===== src/rtl/tjrpu_pkg.sv =====
// Shared constants for the tjrpu Wishbone register front end:
// register offsets, CTRL/STATUS bit positions and the STATUS packing helper.
package tjrpu_pkg;

    localparam logic [31:0] DEFAULT_BASE_ADDR = 32'h3000_0000;

    typedef enum logic [1:0] {
        REG_CTRL   = 2'd0,
        REG_STATUS = 2'd1,
        REG_CMD    = 2'd2,
        REG_RESULT = 2'd3
    } reg_off_e;

    localparam int CTRL_EN_BIT     = 0;
    localparam int CTRL_IRQ_EN_BIT = 1;
    localparam int CTRL_FLUSH_BIT  = 2;

    localparam int ST_FULL_BIT  = 0;
    localparam int ST_EMPTY_BIT = 1;
    localparam int ST_HELD_BIT  = 2;
    localparam int ST_OVF_BIT   = 3;
    localparam int ST_CNT_LSB   = 4;

    function automatic logic [31:0] pack_status(
        input logic       full,
        input logic       empty,
        input logic       held,
        input logic       ovf,
        input logic [3:0] cnt
    );
        logic [31:0] st;
        st                           = 32'h0000_0000;
        st[ST_FULL_BIT]              = full;
        st[ST_EMPTY_BIT]             = empty;
        st[ST_HELD_BIT]              = held;
        st[ST_OVF_BIT]               = ovf;
        st[ST_CNT_LSB+3:ST_CNT_LSB]  = cnt;
        return st;
    endfunction

endpackage


===== src/rtl/tjrpu_cmd_fifo.sv =====
// Synchronous command FIFO; flush has priority over push and pop on the same edge.
module tjrpu_cmd_fifo #(
    parameter int DEPTH = 4,
    parameter int CW    = $clog2(DEPTH) + 1
) (
    input  logic          clk,
    input  logic          rst_n,
    input  logic          push,
    input  logic [31:0]   push_data,
    input  logic          pop,
    input  logic          flush,
    output logic          full,
    output logic          empty,
    output logic [CW-1:0] count,
    output logic [31:0]   head
);
    localparam int            AW       = $clog2(DEPTH);
    localparam logic [AW-1:0] PTR_ONE  = AW'(1);
    localparam logic [CW-1:0] CNT_ONE  = CW'(1);
    localparam logic [CW-1:0] CNT_FULL = CW'(DEPTH);

    logic [31:0]   mem_r [DEPTH];
    logic [AW-1:0] wr_ptr_r;
    logic [AW-1:0] rd_ptr_r;
    logic [CW-1:0] count_r;
    logic          push_ok_s;
    logic          pop_ok_s;

    // Full/empty qualification uses the count before this edge.
    always_comb begin
        push_ok_s = push & (count_r != CNT_FULL);
        pop_ok_s  = pop & (count_r != {CW{1'b0}});
    end

    // Pointer and occupancy tracking.
    always_ff @(posedge clk or negedge rst_n) begin
        if (!rst_n) begin
            wr_ptr_r <= {AW{1'b0}};
            rd_ptr_r <= {AW{1'b0}};
            count_r  <= {CW{1'b0}};
        end else if (flush) begin
            wr_ptr_r <= {AW{1'b0}};
            rd_ptr_r <= {AW{1'b0}};
            count_r  <= {CW{1'b0}};
        end else begin
            if (push_ok_s) begin
                wr_ptr_r <= wr_ptr_r + PTR_ONE;
            end
            if (pop_ok_s) begin
                rd_ptr_r <= rd_ptr_r + PTR_ONE;
            end
            case ({push_ok_s, pop_ok_s})
                2'b10:   count_r <= count_r + CNT_ONE;
                2'b01:   count_r <= count_r - CNT_ONE;
                default: count_r <= count_r;
            endcase
        end
    end

    // Storage array.
    always_ff @(posedge clk or negedge rst_n) begin
        if (!rst_n) begin
            for (int i = 0; i < DEPTH; i++) begin
                mem_r[i] <= 32'h0000_0000;
            end
        end else if (push_ok_s && !flush) begin
            mem_r[wr_ptr_r] <= push_data;
        end
    end

    assign full  = (count_r == CNT_FULL);
    assign empty = (count_r == {CW{1'b0}});
    assign count = count_r;
    assign head  = mem_r[rd_ptr_r];

endmodule


===== src/rtl/tjrpu_wb_regs.sv =====
// Wishbone slave register block for tjrpu: CTRL/STATUS/CMD/RESULT, command FIFO
// feeding the core, one-word result slot, core enable and level interrupt.
module tjrpu_wb_regs
    import tjrpu_pkg::*;
#(
    parameter logic [31:0] BASE_ADDR  = DEFAULT_BASE_ADDR,
    parameter int          FIFO_DEPTH = 4
) (
    input  logic        wb_clk_i,
    input  logic        wb_rst_ni,
    input  logic        wbs_stb_i,
    input  logic        wbs_cyc_i,
    input  logic        wbs_we_i,
    input  logic [3:0]  wbs_sel_i,
    input  logic [31:0] wbs_adr_i,
    input  logic [31:0] wbs_dat_i,
    output logic        wbs_ack_o,
    output logic [31:0] wbs_dat_o,
    output logic        cmd_valid_o,
    output logic [31:0] cmd_data_o,
    input  logic        cmd_ready_i,
    input  logic        res_valid_i,
    input  logic [31:0] res_data_i,
    output logic        res_ready_o,
    output logic        core_en_o,
    output logic        irq_o
);
    localparam int CW = $clog2(FIFO_DEPTH) + 1;

    logic          ack_r;
    logic [31:0]   dat_r;
    logic          enable_r;
    logic          irq_en_r;
    logic          overflow_r;
    logic          res_held_r;
    logic [31:0]   res_r;
    logic          irq_r;

    reg_off_e      reg_s;
    logic          hit_s;
    logic          xfer_s;
    logic          wr_s;
    logic          rd_s;
    logic          ctrl_wr_s;
    logic          push_s;
    logic          pop_s;
    logic          flush_s;
    logic          ovf_set_s;
    logic          ovf_clr_s;
    logic          res_clear_s;
    logic          capture_s;
    logic [31:0]   rdata_s;
    logic [31:0]   count_ext_s;
    logic          full_s;
    logic          empty_s;
    logic [CW-1:0] count_s;
    logic [31:0]   head_s;
    logic          unused_s;

    // A transaction commits only on the cycle ack is low, so each access acts once.
    always_comb begin
        hit_s       = wbs_stb_i & wbs_cyc_i & (wbs_adr_i[31:4] == BASE_ADDR[31:4]);
        xfer_s      = hit_s & ~ack_r;
        wr_s        = xfer_s & wbs_we_i;
        rd_s        = xfer_s & ~wbs_we_i;
        reg_s       = reg_off_e'(wbs_adr_i[3:2]);
        ctrl_wr_s   = wr_s & (reg_s == REG_CTRL) & wbs_sel_i[0];
        flush_s     = ctrl_wr_s & wbs_dat_i[CTRL_FLUSH_BIT];
        push_s      = wr_s & (reg_s == REG_CMD) & (wbs_sel_i == 4'hF);
        ovf_set_s   = push_s & full_s;
        ovf_clr_s   = wr_s & (reg_s == REG_STATUS) & wbs_sel_i[0] & wbs_dat_i[ST_OVF_BIT];
        res_clear_s = rd_s & (reg_s == REG_RESULT) & res_held_r;
        capture_s   = res_valid_i & ~res_held_r;
        pop_s       = ~empty_s & cmd_ready_i;
        count_ext_s = 32'(count_s);
    end

    // Read-data mux from pre-edge state.
    always_comb begin
        rdata_s = 32'h0000_0000;
        case (reg_s)
            REG_CTRL:   rdata_s = {30'd0, irq_en_r, enable_r};
            REG_STATUS: rdata_s = pack_status(full_s, empty_s, res_held_r, overflow_r,
                                              count_ext_s[3:0]);
            REG_CMD:    rdata_s = 32'h0000_0000;
            REG_RESULT: rdata_s = res_held_r ? res_r : 32'h0000_0000;
            default:    rdata_s = 32'h0000_0000;
        endcase
    end

    // Bus response, control bits, overflow flag, result slot and interrupt.
    always_ff @(posedge wb_clk_i or negedge wb_rst_ni) begin
        if (!wb_rst_ni) begin
            ack_r      <= 1'b0;
            dat_r      <= 32'h0000_0000;
            enable_r   <= 1'b0;
            irq_en_r   <= 1'b0;
            overflow_r <= 1'b0;
            res_held_r <= 1'b0;
            res_r      <= 32'h0000_0000;
            irq_r      <= 1'b0;
        end else begin
            ack_r <= xfer_s;
            dat_r <= rd_s ? rdata_s : 32'h0000_0000;
            if (ctrl_wr_s) begin
                enable_r <= wbs_dat_i[CTRL_EN_BIT];
                irq_en_r <= wbs_dat_i[CTRL_IRQ_EN_BIT];
            end
            if (ovf_set_s) begin
                overflow_r <= 1'b1;
            end else if (ovf_clr_s) begin
                overflow_r <= 1'b0;
            end
            if (capture_s) begin
                res_r      <= res_data_i;
                res_held_r <= 1'b1;
            end else if (res_clear_s) begin
                res_held_r <= 1'b0;
            end
            irq_r <= irq_en_r & (res_held_r | overflow_r);
        end
    end

    tjrpu_cmd_fifo #(
        .DEPTH (FIFO_DEPTH),
        .CW    (CW)
    ) u_cmd_fifo (
        .clk       (wb_clk_i),
        .rst_n     (wb_rst_ni),
        .push      (push_s),
        .push_data (wbs_dat_i),
        .pop       (pop_s),
        .flush     (flush_s),
        .full      (full_s),
        .empty     (empty_s),
        .count     (count_s),
        .head      (head_s)
    );

    assign unused_s    = ^{wbs_adr_i[1:0], count_ext_s[31:4]};
    assign wbs_ack_o   = ack_r;
    assign wbs_dat_o   = dat_r;
    assign cmd_valid_o = ~empty_s;
    assign cmd_data_o  = head_s;
    assign res_ready_o = ~res_held_r;
    assign core_en_o   = enable_r;
    assign irq_o       = irq_r;

endmodule


===== config.mk =====
export PLATFORM = sky130hd
export DESIGN_NAME = tjrpu_wb_regs
export DESIGN_NICKNAME = d
export VERILOG_FILES = /design/src/rtl/tjrpu_pkg.sv /design/src/rtl/tjrpu_cmd_fifo.sv /design/src/rtl/tjrpu_wb_regs.sv
export SDC_FILE = /design/constraint.sdc
export NUM_CORES = 1
export LEC_CHECK = 0
export CORE_MARGIN = 1.5
export CORE_UTILIZATION = 56
export DETAILED_ROUTE_END_ITERATION = 8
export PLACE_DENSITY = 0.85
export SYNTH_ARGS = -nofsm -noshare
export SYNTH_HDL_FRONTEND = slang
export SYNTH_HIERARCHICAL = 1
export SYNTH_SLANG_ARGS = --single-unit

===== constraint.sdc =====
create_clock -name wb_clk_i -period 6.6 [get_ports wb_clk_i]
set_input_delay 1.65 -clock wb_clk_i [delete_from_list [all_inputs] [get_ports wb_clk_i]]
set_output_delay 1.65 -clock wb_clk_i [all_outputs]
set_load 0.02 [all_outputs]

# [Word level (Yosys, flattened, before mapping)]
# Cells that the tools add are included.
[op_classes] add_sub_neg=4 n_lt_le_gt_ge=3 eq_ne=9 mux=19 bitwise=28 reduce_logical=11
[ops] op="two-way mux 32 bit" n=5
[ops] op="bitwise mux 128 bit" n=1
[ops] op="case mux 32 bit (4 select lines)" n=1
[ops] op="binary-select mux 32 bit (select 2 bit)" n=1
[ops] op="demux 32 bit (select 2 bit)" n=1
[ops] op="== test 28 x 26 -> 1 bit, second input constant" n=1
[ops] op="AND 1 bit" n=21
[ops] op="two-way mux 2 bit" n=4
[ops] op="nonzero test 2 bit" n=4
[ops] op="== test 2 bit, second input constant" n=3
[ops] op=">= comparator 3 bit, second input constant" n=2
[ops] op="NOT 2 -> 3 bit" n=2
[ops] op="case mux 3 bit (2 select lines)" n=1
[ops] op="nonzero test 3 bit" n=2
[ops] op="adder 2 x 1 -> 2 bit, second input constant" n=2
[ops] op="== test 2 x 1 -> 1 bit, second input constant" n=2
[ops] op="== test 4 bit, second input constant" n=1
[ops] op="two-way mux 1 bit" n=4
[ops] op="NOT 1 bit" n=4
[ops] op="adder 3 x 1 -> 3 bit, second input constant" n=1
[ops] op="== test 3 bit, second input constant" n=1
[ops] op="zero test 3 bit" n=1
[ops] op="less-than comparator 3 x 1 -> 1 bit, second input constant" n=1
[ops] op="two-way mux 3 bit" n=1
[ops] op="6 further kinds" n=7
[totals] register_bits=205 in_bits=107 out_inout_bits=69 word_cells=89

# [Logic depth before layout (Yosys ltp)]
# Gate-level depths: netlist of the first run.
[logic_depth] depth_word=10 depth_mapped=12

# [By module]
# The synthesis of the first run kept the hierarchy.
[by_module_without_submodules] module="tjrpu_cmd_fifo" instances=1 cells_per_inst=372 area_per_inst_um2=6358.6
[by_module_without_submodules] module="tjrpu_wb_regs" instances=1 cells_per_inst=197 area_per_inst_um2=2816.5

# [Worst setup path after synthesis of the first run]
# Ideal clock, no wire load.
[synth_timing] kind="input -> register" startpoint="input wbs_adr_i[4]" endpoint="register u_cmd_fifo.count_r[1] (netlist: u_cmd_fifo/count[1])" setup_ns=0.086 t_arrival_ns=4.064 path_slack_ns=2.450 cell_stages=11 n_path_buf=2 path_cell_list="nor4_2 > nand4_2 > or2_1 > buf_6 > nor3_1 > clkbuf_1 > o21ai_0 > nor2b_1 > fa_1 > a41oi_1 > nor3_1"
[synth_between] elab_chain_len=10 elab_cells_between_ends=15 classes_between="eq/ne: 3; mux: 2; bitwise: 9; reduce/logical: 1"
[synth_rtl] element="from (decl)" line="tjrpu_wb_regs.sv:15" source="input logic [31:0] wbs_adr_i,"
[synth_rtl] element="== test 28 x 26 -> 1 bit *" line="tjrpu_wb_regs.sv:62" source="hit_s = wbs_stb_i & wbs_cyc_i & (wbs_adr_i[31:4] == BASE_ADDR[31:4]);"
[synth_rtl] element="AND 1 bit *" line="tjrpu_wb_regs.sv:62"
[synth_rtl] element="AND 1 bit *" line="tjrpu_wb_regs.sv:63" source="xfer_s = hit_s & ~ack_r;"
[synth_rtl] element="AND 1 bit *" line="tjrpu_wb_regs.sv:64" source="wr_s = xfer_s & wbs_we_i;"
[synth_rtl] element="AND 1 bit * (2 in series)" line="tjrpu_wb_regs.sv:69" source="push_s = wr_s & (reg_s == REG_CMD) & (wbs_sel_i == 4'hF);"
[synth_rtl] element="named net push_s" line="tjrpu_wb_regs.sv:45" source="logic push_s;"
[synth_rtl] element="AND 1 bit *" line="tjrpu_cmd_fifo.sv:31" source="push_ok_s = push & (count_r != CNT_FULL);"
[synth_rtl] element="== test 2 x 1 -> 1 bit or == test 2 bit (tied branches)" line="tjrpu_cmd_fifo.sv:52" source="case ({push_ok_s, pop_ok_s})"
[synth_rtl] element="case mux 3 bit (2 select lines)" line="tjrpu_cmd_fifo.sv:52"
[synth_rtl] element="two-way mux 3 bit" line="tjrpu_cmd_fifo.sv:41" source="end else if (flush) begin"
[synth_rtl] element="to (signal assigned)" line="tjrpu_cmd_fifo.sv:40" source="count_r <= {CW{1'b0}};"
[synth_rtl] element="to (signal assigned)" line="tjrpu_cmd_fifo.sv:53" source="2'b10: count_r <= count_r + CNT_ONE;"
[synth_rtl] element="to (signal assigned)" line="tjrpu_cmd_fifo.sv:54" source="2'b01: count_r <= count_r - CNT_ONE;"
[synth_rtl] element="to (decl)" line="tjrpu_cmd_fifo.sv:25" source="logic [CW-1:0] count_r;"
# The timed path passes the listed nets; every way through them passes the cells marked *.
# A chain may end at the register's enable or synchronous reset.

# [Worst setup path after layout of the first run]
[layout_timing] startpoint="input wbs_adr_i[21]" endpoint="register u_cmd_fifo/mem_r[39] (netlist name)"
[layout_between] elab_cells_between_ends=12 classes_between="eq/ne: 1; bitwise: 9; reduce/logical: 2"
[layout_lines] element="== test 28 x 26 -> 1 bit" line="tjrpu_wb_regs.sv:62"
[layout_lines] element="AND 1 bit" line="tjrpu_wb_regs.sv:62"
[layout_lines] element="AND 1 bit" line="tjrpu_wb_regs.sv:63"
[layout_lines] element="AND 1 bit" line="tjrpu_wb_regs.sv:64"
[layout_lines] element="AND 1 bit (2 in series)" line="tjrpu_wb_regs.sv:69"
[layout_lines] element="named net push_s" line="tjrpu_wb_regs.sv:45"
[layout_lines] element="AND 1 bit" line="tjrpu_cmd_fifo.sv:31"
[layout_lines] element="logical AND 1 bit" line="tjrpu_cmd_fifo.sv:66" source="end else if (push_ok_s && !flush) begin"
[layout_lines] element="to (signal, indexed assignment)" line="tjrpu_cmd_fifo.sv:67" source="mem_r[wr_ptr_r] <= push_data;"
[layout_lines] element="to (decl)" line="tjrpu_cmd_fifo.sv:22" source="logic [31:0] mem_r [DEPTH];"
# The timed path passes the listed nets, and every way through them passes these cells.

==> flow_summary_export.csv, run 1 <==
group,metric,value,unit
global_routing,grt_pass1_vias,5998,
timing,hold_viol_final,0,
critical_path,critPathKind,"primary input to flip-flop",
cells_and_area,area_growth,27.3,%
critical_path,cp-end-kind,"flip-flop",
routing,dr.pass1.iters,4,
timing,layout_min_cycle_time,4.60,ns
cells_and_area,diodes,0,
routing,drtIter0Drc,217,
critical_path,crit_fanout,32,
min_path,hold_path_depth,1,
floorplan,start_util,57.5,%
critical_path,r2r-start,"wbs_ack_o",
clock_tree,cts.repair.resized,0,
timing,tns,0,ns
pwr,pwr-share-clk,45.6,%
synthesis,yosysWarnings,6,
pwr,p_int,2.09,mW
min_path,hold_end,"wbs_dat_o[19]",
cells_and_area,drive_gt1_share,34.4,%
clock_tree,cts_made_buffers,22,
critical_path,cp_data_arrival_time,4.97,ns
routing,drc,0,
clock_tree,cts_tree,"done",
place,dpl_cell_area,11000,um^2
pwr,p_per_area,226,nW/um^2
floorplan,fp-row-count,46,
global_routing,grtUsageMet3,6.27,%
timing,finalSetupViolations,0,
global_routing,gr-usage-met1,29.0,%
timing,finalMaxSlewViolations,0,
critical_path,cp.required,6.97,ns
clock_tree,clk_path_buf_depth,3,
global_routing,grt_max_degree,87,
place,numPortBuffers,173,
clock_tree,cts.sinks,205,
cells_and_area,fin_util,73.3,%
synthesis,yosys.area.top_type,"dfrtp_1",
global_routing,grt_pass1_wl,31.1,mm
floorplan,dieHeight,131,um
run_status,status,"finished, final reports clean",
routing,vias_per_cell,5.58,
timing,tightest_slew,1.12,ns
routing,drt.antenna.violating_nets,0,
clock_tree,clock-root-buffer,"clkbuf_16",
pwr,pwr-share-comb,5.4,%
clock_tree,clkLatencyLatePin,0.49,ns
routing,wl,19.3,mm
critical_path,r2r_setup_slack,3.36,ns
timing,max_clock_freq,217,MHz
synthesis,synth_seq_cells,205,
cells_and_area,fin_nets,848,
floorplan,core_region_area,15900,um^2
critical_path,critPathLaunchType,"primary input",
routing,wl_per_cell,19.9,um
pwr,seqPwrFrac,49.0,%
place,gp_congestion,0.789,
min_path,min_from,"res_r[19]",
cells_and_area,multi_input_area,3760,um^2
floorplan,pin_count,176,
synthesis,synth_cell_types,46,
timing,fin_ws,2.00,ns
synthesis,syn_nets,681,
cells_and_area,final_cell_mix,"dfrtp_1, clkdlybuf4s50_1, mux2_2",
run,maxCapViolCount,0,
synthesis,netlist_area,9180,um^2
global_routing,use_met2,40.5,%
synthesis,synthArstFlopShare,100,%
synthesis,ys_seq_area_share,55.9,%
place,hpwl,12.5,mm
pwr,vdd_drop_max,210,uV
synthesis,synth_ff_type,"dfrtp_1",
timing,rsz0062_at_grt,"no",
global_routing,grt.total_usage,23.3,%
timing,skew,0.00967,ns
timing,fin_crit_sh,69.7,%
global_routing,grt-busiest-layer,"met2",
floorplan,die_area,17200,um^2
synthesis,synth-edff-count,0,
routing,vias,5406,
critical_path,reg2reg_depth,8,
cells_and_area,ff_latch_area,5130,um^2
clock_tree,ctsHtreeMaxLevel,1,
global_routing,grt_overflow_total,0,
place,dpl_worst_slack,1.49,ns
pwr,sw_frac_of_total,21.0,%
clock_tree,cts_setup_buffers,0,
cells_and_area,final_common_cell,"dfrtp_1",
critical_path,r2r_end,"u_cmd_fifo/mem_r[39]",
timing,slew_headroom,24.6,%
global_routing,antenna_found_initial,0,
pwr,p_leak,5.58,nW
clock_tree,cts.clk_slew.worst_paths,0.06,ns
synthesis,synthTopCellsByArea,"dfrtp_1, mux2_2, mux2_4",
cells_and_area,stdcell_area,11700,um^2
clock_tree,holdBufCountCts,0,
min_path,hp-class,"flip-flop to flip-flop",
cells_and_area,fill_cells,1003,
floorplan,die_w,131,um
synthesis,synth_top_area_share,55.9,%
synthesis,synth_cells,569,
synthesis,syn-mean-instance-area,16.1,um^2
pwr,switching_power,0.555,mW
through the flow:
stage	cells	power (mW)	hold slack, ns
floorplan	569	1.35	0.449
finish	968	2.64	0.472
global placement	928	1.45	0.457
CTS	968	2.67	0.474
global route	968	2.74	0.500
detailed placement	928	1.46	0.465
layout make-up:
type | instances | share of cell area (%)
flip-flops and latches | 205 | 43.9
clock buffers | 33 | 5.59
multi-input cells | 321 | 32.2
repair buffers | 179 | 15.2
clock inverters | 7 | 0.546
well taps | 216 | 2.31
inverters | 7 | 0.225
Yosys cell counts, drive strengths merged, types with 2 or more instances:
master	count
nor3b	2
and3	5
xnor2	2
clkbuf	13
dfrtp	205
nand2	8
nor2b	4
nand2b	3
o41ai	2
buf	23
nor3	7
nor2	13
mux4	32
xor2	2
nor4	7
inv	7
nand4	4
and2	25
ha	4
a21oi	7
or3	2
mux2i	3
nand3	4
nor4b	5
o21ai	4
mux2	162
routing by layer:
metal	routed length (um)	vias up
met2	9860	169
li1	-	2389
met1	7770	2815
met4	352	0
met3	1320	33
met5	0	-
critical path, stage by stage:
cell	delay, ns
clkdlybuf4s50_1	0.41
nor4_2	0.30
nand4_2	0.24
or2_1	0.46
nor3_1	0.27
buf_4	0.21
nor3b_4	0.46
nand2_4	0.50
mux2_4	0.46
kinds of logic (layout without fill, tap and decap cells):
kind of cell / after synthesis / in the layout / synth area share, %
XOR/XNOR: 4 / 4 / 0.382
adder cells (fa/ha/maj): 5 / 5 / 0.764
multiplexers: 197 / 197 / 30.6
buffers and inverters: 43 / 226 / 3.16
AND/OR/NAND/NOR: 96 / 96 / 7.88
AO/OA/AOI/OAI: 19 / 19 / 1.30
flip-flops: 205 / 205 / 55.9
how the worst max path moves through the flow:
stage | from | slack (ns) | to
2_1_floorplan | wbs_adr_i[4] | 2.45 | u_cmd_fifo/count[1]
3_3_place_gp | wbs_adr_i[4] | 1.55 | u_cmd_fifo/mem_r[51]
3_5_place_dp | wbs_adr_i[4] | 1.49 | u_cmd_fifo/mem_r[37]
4_1_cts | wbs_adr_i[4] | 2.00 | u_cmd_fifo/mem_r[39]
5_1_grt | wbs_adr_i[21] | 1.79 | u_cmd_fifo/mem_r[39]
6_report | wbs_adr_i[21] | 2.00 | u_cmd_fifo/mem_r[39]
state kept, by name, indices dropped and copies added (netlist names):
name,flops
u_cmd_fifo/wr_ptr_r,2
core_en_o,1
irq_o,1
res_held_r,1
irq_en_r,1
u_cmd_fifo/rd_ptr_r,2
wbs_dat_o,32
wbs_ack_o,1
u_cmd_fifo/mem_r,128
overflow_r,1
res_r,32
u_cmd_fifo/count,3
power by group through the flow:
stage               Sequential (mW)  Combinational (mW)  Clock [mW]
floorplan                      1.31              0.0429           0
global placement               1.31               0.138           0
detailed placement             1.32               0.146           0
CTS                            1.29               0.147        1.23
global route                   1.30               0.157        1.28
finish                         1.29               0.144        1.20
Power figures use the tool's default switching activity.
==> run 2: changes to the inputs <==
- CORE_UTILIZATION: 56 -> 47
- PLACE_DENSITY: 0.85 -> 0.76
- clock period: 6.6 -> 3.8 ns (I/O delays scaled with it)
==> run 2 against run 1 <==
  * Register-to-register slack got worse by 2.2 ns
  * Largest power group unchanged
  * Highest routed layer unchanged
  * Global-route usage decreased by 3.0 points
  * First-iteration DRC count increased by 25%
  * Critical path depth decreased by 6
  * Non-clock buffer count increased by 24
  * Sequential power increased by 74%
  * Sequential cell count unchanged
  * Hold slack got worse by 0.0038 ns
  * Power increased by 78%
  * Critical endpoint is now cmd_data_o[9]
  * Utilization decreased by 9.4 points
==> flow_summary_export.csv, run 2 (same netlist as run 1, synthesis figures left out) <==
group,metric,value,unit
critical_path,crit_fanout,21,
routing,drc,0,
place,numPortBuffers,173,
cells_and_area,final_cell_mix,"dfrtp_1, clkdlybuf4s50_1, mux2_2",
run,maxCapViolCount,0,
clock_tree,cts_tree,"done",
run_status,status,"finished, final reports clean",
timing,hold_viol_final,0,
min_path,hp-class,"flip-flop to flip-flop",
critical_path,cp-end-kind,"output pin",
cells_and_area,largest_reg_flops,128,
timing,tightest_slew,0.868,ns
place,gp_congestion,0.757,
clock_tree,cts.clk_slew.worst_paths,0.06,ns
clock_tree,clk_path_buf_depth,3,
place,hpwl,13.5,mm
cells_and_area,area_growth,32.0,%
pwr,vdd_drop_max,335,uV
critical_path,cp_top_family,"buffers and inverters",
place,dpl_worst_slack,-0.00857,ns
routing,dr.pass1.iters,4,
cells_and_area,drive_gt1_share,36.9,%
timing,finalSetupViolations,0,
critical_path,reg2reg_depth,10,
timing,slew_headroom,42.2,%
floorplan,fp-row-count,50,
pwr,p_per_area,389,nW/um^2
global_routing,grt_overflow_total,0,
cells_and_area,final_common_cell,"dfrtp_1",
global_routing,grt.total_usage,20.3,%
global_routing,grt_pass1_wl,32.5,mm
floorplan,pin_count,176,
cells_and_area,stdcell_area,12100,um^2
clock_tree,ctsHtreeMaxLevel,1,
min_path,hold_path_depth,1,
critical_path,cp.required,2.85,ns
critical_path,slowest_stage,"mux4_2",
timing,fin_crit_sh,88.5,%
floorplan,die_area,20400,um^2
cells_and_area,fin_nets,873,
cells_and_area,diodes,0,
cells_and_area,fin_util,63.9,%
global_routing,grt_max_degree,106,
routing,wl,20.0,mm
critical_path,path_depth,3,
routing,wl_per_cell,19.2,um
clock_tree,cts_made_buffers,23,
clock_tree,cts.repair.resized,0,
timing,max_clock_freq,297,MHz
routing,vias,5462,
timing,rsz0062_at_grt,"no",
critical_path,critPathKind,"flip-flop to output pin",
critical_path,crit_chain,"buf_4 -> mux4_2 -> clkdlybuf4s50_1",
critical_path,critPathLaunchType,"flip-flop",
clock_tree,cts_setup_buffers,0,
critical_path,cp_data_arrival_time,2.41,ns
floorplan,dieHeight,143,um
timing,finalMaxSlewViolations,0,
timing,fin_ws,0.436,ns
clock_tree,cts.sinks,205,
pwr,p_leak,5.76,nW
pwr,total_power,4.71,mW
global_routing,antenna_found_initial,0,
critical_path,crit_buf_inv,2,
timing,layout_min_cycle_time,3.36,ns
floorplan,start_util,48.4,%
clock_tree,clkLatencyLatePin,0.49,ns
global_routing,grt_pass1_vias,6175,
timing,skew,0.00470,ns
critical_path,cp_slowest_stage_delay,0.60,ns
routing,vias_per_cell,5.27,
clock_tree,holdBufCountCts,0,
routing,drtIter0Drc,271,
floorplan,core_region_area,19000,um^2
floorplan,die_w,143,um
routing,drt.antenna.violating_nets,0,
cells_and_area,regMostFlops,"u_cmd_fifo/mem_r",
clock_tree,clock-root-buffer,"clkbuf_16",
place,dpl_cell_area,11300,um^2
run 2: final timing paths:
path / slack [ns] / end / startpoint
max in group asynchronous: 2.32 / u_cmd_fifo/mem_r[56] / wb_rst_ni
max reg2reg: 1.18 / u_cmd_fifo/count[1] / wbs_ack_o
max: 0.44 / cmd_data_o[9] / u_cmd_fifo/rd_ptr_r[0]
min reg2reg: 0.47 / wbs_dat_o[7] / res_r[7]
min in group asynchronous: 0.56 / u_cmd_fifo/mem_r[89] / wb_rst_ni
min: 0.47 / wbs_dat_o[7] / res_r[7]
run 2: through the flow:
stage | hold slack (ns) | instances | setup TNS (ns)
6_report | 0.468 | 1037 | 0
5_1_grt | 0.489 | 1037 | 0
4_1_cts | 0.474 | 1037 | 0
3_5_place_dp | 0.462 | 996 | -0.00857
3_3_place_gp | 0.459 | 996 | 0
2_1_floorplan | 0.449 | 569 | 0
run 2: power breakdown:
part / total (mW) / internal, mW / switching (mW)
Clock: 2.21 / 1.35 / 0.867
Sequential: 2.24 / 2.22 / 0.0191
Combinational: 0.259 / 0.149 / 0.109
run 2: worst reg2reg max path, cell delays in order (launching register included):
cell and delay, ns:
dfrtp_1 0.40, nor4_4 0.14, nand4_2 0.12, or2_1 0.29, nor3_1 0.24, buf_4 0.21, o21ai_0 0.13, nor2b_1 0.18
fa_1 0.50, a41oi_1 0.10, nor3_1 0.22
run 2: final cells by class:
cell class,count,area (um^2)
clock buffers,31,656
clock inverters,10,113
fillers,1362,6850
inverters,7,26.3
multi-input cells,321,3760
flip-flops and latches,205,5130
well taps,260,325
repair buffers,203,2100
run 2: routing by layer:
| layer | track usage [%] | wire [um] |
|---|---|---|
| met3 | 6.04 | 1440 |
| met1 | 25.8 | 8270 |
| met4 | 4.18 | 335 |
| met2 | 34.6 | 9920 |
| met5 | 0 | 0 |
==> run 3: changes to the inputs <==
- CORE_ASPECT_RATIO: not set -> 0.6
- CORE_MARGIN: 1.5 -> 8
- SLEW_MARGIN: not set -> 5
==> run 3 against run 2 <==
  * Global-route usage fell by 2.9 points
  * Register-to-register slack is essentially flat
  * Non-clock buffer count fell by 4
  * Hold slack improved by 0.0083 ns
  * Critical endpoint is now cmd_data_o[0]
  * Utilization is 1.4 points lower
  * Clock power fell by 13%
  * Sequential cell count did not move
  * Critical path depth unchanged
  * Sequential power barely moved
  * Critical path type unchanged
  * First-iteration DRC count rose by 30%
  * Clock-buffer cell count fell by 1
==> flow_summary_export.csv, run 3 (same netlist as run 1, synthesis figures left out) <==
group,metric,value,unit
pwr,pwr-share-clk,43.5,%
clock_tree,cts_setup_buffers,0,
floorplan,core_region_area,19100,um^2
clock_tree,clkLatencyLatePin,0.49,ns
routing,wl,21.3,mm
pwr,sw_frac_of_total,21.2,%
pwr,switching_power,0.940,mW
timing,skew,0.00832,ns
timing,hold_viol_final,0,
critical_path,cp_data_arrival_time,2.46,ns
critical_path,critPathKind,"flip-flop to output pin",
clock_tree,cts.sinks,205,
routing,vias,5440,
clock_tree,cts.repair.resized,0,
timing,layout_min_cycle_time,3.41,ns
global_routing,grt_pass1_vias,6269,
floorplan,pin_count,176,
critical_path,cp_top_family,"buffers and inverters",
min_path,hp-class,"flip-flop to flip-flop",
pwr,pwr-share-comb,5.9,%
floorplan,start_util,48.1,%
place,hpwl,14.8,mm
floorplan,fp-row-count,39,
min_path,hold_end,"wbs_dat_o[16]",
cells_and_area,regMostFlops,"u_cmd_fifo/mem_r",
floorplan,die_area,24400,um^2
timing,slew_headroom,51.5,%
cells_and_area,largest_reg_flops,128,
clock_tree,ctsHtreeMaxLevel,1,
run,maxCapViolCount,0,
global_routing,grt_overflow_total,0,
global_routing,grt.total_usage,17.4,%
routing,vias_per_cell,5.28,
min_path,hold_path_depth,1,
critical_path,r2r-start,"wbs_ack_o",
critical_path,crit_chain,"buf_4 -> mux4_2 -> clkdlybuf4s50_1",
global_routing,antenna_found_initial,0,
timing,rsz0062_at_grt,"no",
pwr,p_leak,5.68,nW
timing,finalSetupViolations,0,
clock_tree,cts_made_buffers,20,
global_routing,grt_pass1_wl,34.7,mm
cells_and_area,final_common_cell,"dfrtp_1",
critical_path,reg2reg_depth,11,
critical_path,r2r_setup_slack,1.18,ns
floorplan,die_w,196,um
clock_tree,clk_path_buf_depth,3,
place,gp_congestion,0.740,
pwr,p_int,3.49,mW
timing,finalMaxSlewViolations,0,
cells_and_area,fin_util,62.5,%
critical_path,crit_buf_inv,2,
cells_and_area,area_growth,29.9,%
critical_path,crit_fanout,19,
clock_tree,cts_tree,"done",
pwr,vdd_drop_max,230,uV
clock_tree,cts.clk_slew.worst_paths,0.06,ns
place,numPortBuffers,173,
cells_and_area,final_cell_mix,"dfrtp_1, clkdlybuf4s50_1, mux2_2",
critical_path,cp-end-kind,"output pin",
critical_path,cp_slowest_stage_delay,0.73,ns
routing,drc,0,
critical_path,cp.required,2.85,ns
routing,drtIter0Drc,352,
floorplan,dieHeight,124,um
pwr,p_per_area,372,nW/um^2
timing,fin_crit_sh,89.8,%
critical_path,r2r_end,"u_cmd_fifo/count[2]",
run_status,status,"finished, final reports clean",
routing,dr.pass1.iters,4,
timing,tightest_slew,0.722,ns
cells_and_area,drive_gt1_share,35.9,%
min_path,min_from,"res_r[16]",
routing,wl_per_cell,20.7,um
timing,fin_hold_ws,0.476,ns
critical_path,critPathLaunchType,"flip-flop",
clock_tree,clock-root-buffer,"clkbuf_16",
pwr,seqPwrFrac,50.6,%
cells_and_area,fin_nets,866,
cells_and_area,stdcell_area,11900,um^2
clock_tree,holdBufCountCts,0,
place,dpl_cell_area,11300,um^2
timing,tns,0,ns
timing,max_clock_freq,293,MHz
routing,drt.antenna.violating_nets,0,
cells_and_area,diodes,0,
global_routing,grt_max_degree,88,
critical_path,slowest_stage,"dfrtp_2",
-- run 3: worst reg2reg max path: stages, from the launching register on --
cell and delay (ns):
dfrtp_1 0.41, nor4_4 0.15, nand4_2 0.15, or2_1 0.27
nor3_1 0.21, buf_4 0.21, o21ai_0 0.14, nor2b_1 0.19
fa_1 0.41, nand2_1 0.10, o221ai_1 0.11, a31oi_1 0.19
-- run 3: worst max-delay path by stage --
stage / startpoint / to / slack [ns] / cells after the start
global route: u_cmd_fifo/rd_ptr_r[0] / cmd_data_o[0] / 0.29 / 3
global placement: wbs_adr_i[7] / u_cmd_fifo/mem_r[40] / 0.09 / 10
detailed placement: wbs_adr_i[7] / u_cmd_fifo/mem_r[47] / 0.02 / 10
CTS: u_cmd_fifo/rd_ptr_r[0] / cmd_data_o[0] / 0.34 / 3
finish: u_cmd_fifo/rd_ptr_r[1] / cmd_data_o[0] / 0.39 / 3
floorplan: wbs_adr_i[4] / u_cmd_fifo/count[1] / 0.35 / 11
-- run 3: cell type report --
type	count	area (um^2)
clock buffer	30	619
sequential	205	5130
clock inverter	3	18.8
multi-input combinational	321	3760
tap	266	333
inverter	7	26.3
fill	1379	7160
timing repair buffer	199	2030
-- run 3: power groups by stage --
stage | clock network [mW] | logic [mW] | registers, mW
after floorplan | 0 | 0.0745 | 2.27
after global placement | 0 | 0.255 | 2.28
after detailed placement | 0 | 0.268 | 2.28
after CTS | 1.99 | 0.269 | 2.24
after global routing | 2.07 | 0.288 | 2.24
final | 1.93 | 0.262 | 2.24
-- run 3: metrics by stage --
step	total power, mW	setup WS (ns)	cells
floorplan	2.35	0.350	569
global placement	2.53	0.0856	998
detailed placement	2.55	0.0169	998
CTS	4.50	0.343	1031
global route	4.61	0.287	1031
finish	4.43	0.387	1031
-- run 3: routing by layer --
layer | vias up | share of wire (%) | track usage, %
li1 | 2432 | - | -
met1 | 2860 | 45 | 23.1
met2 | 122 | 49 | 29.1
met3 | 26 | 5.4 | 4.43
met4 | 0 | 1.3 | 2.75
met5 | - | 0 | 0
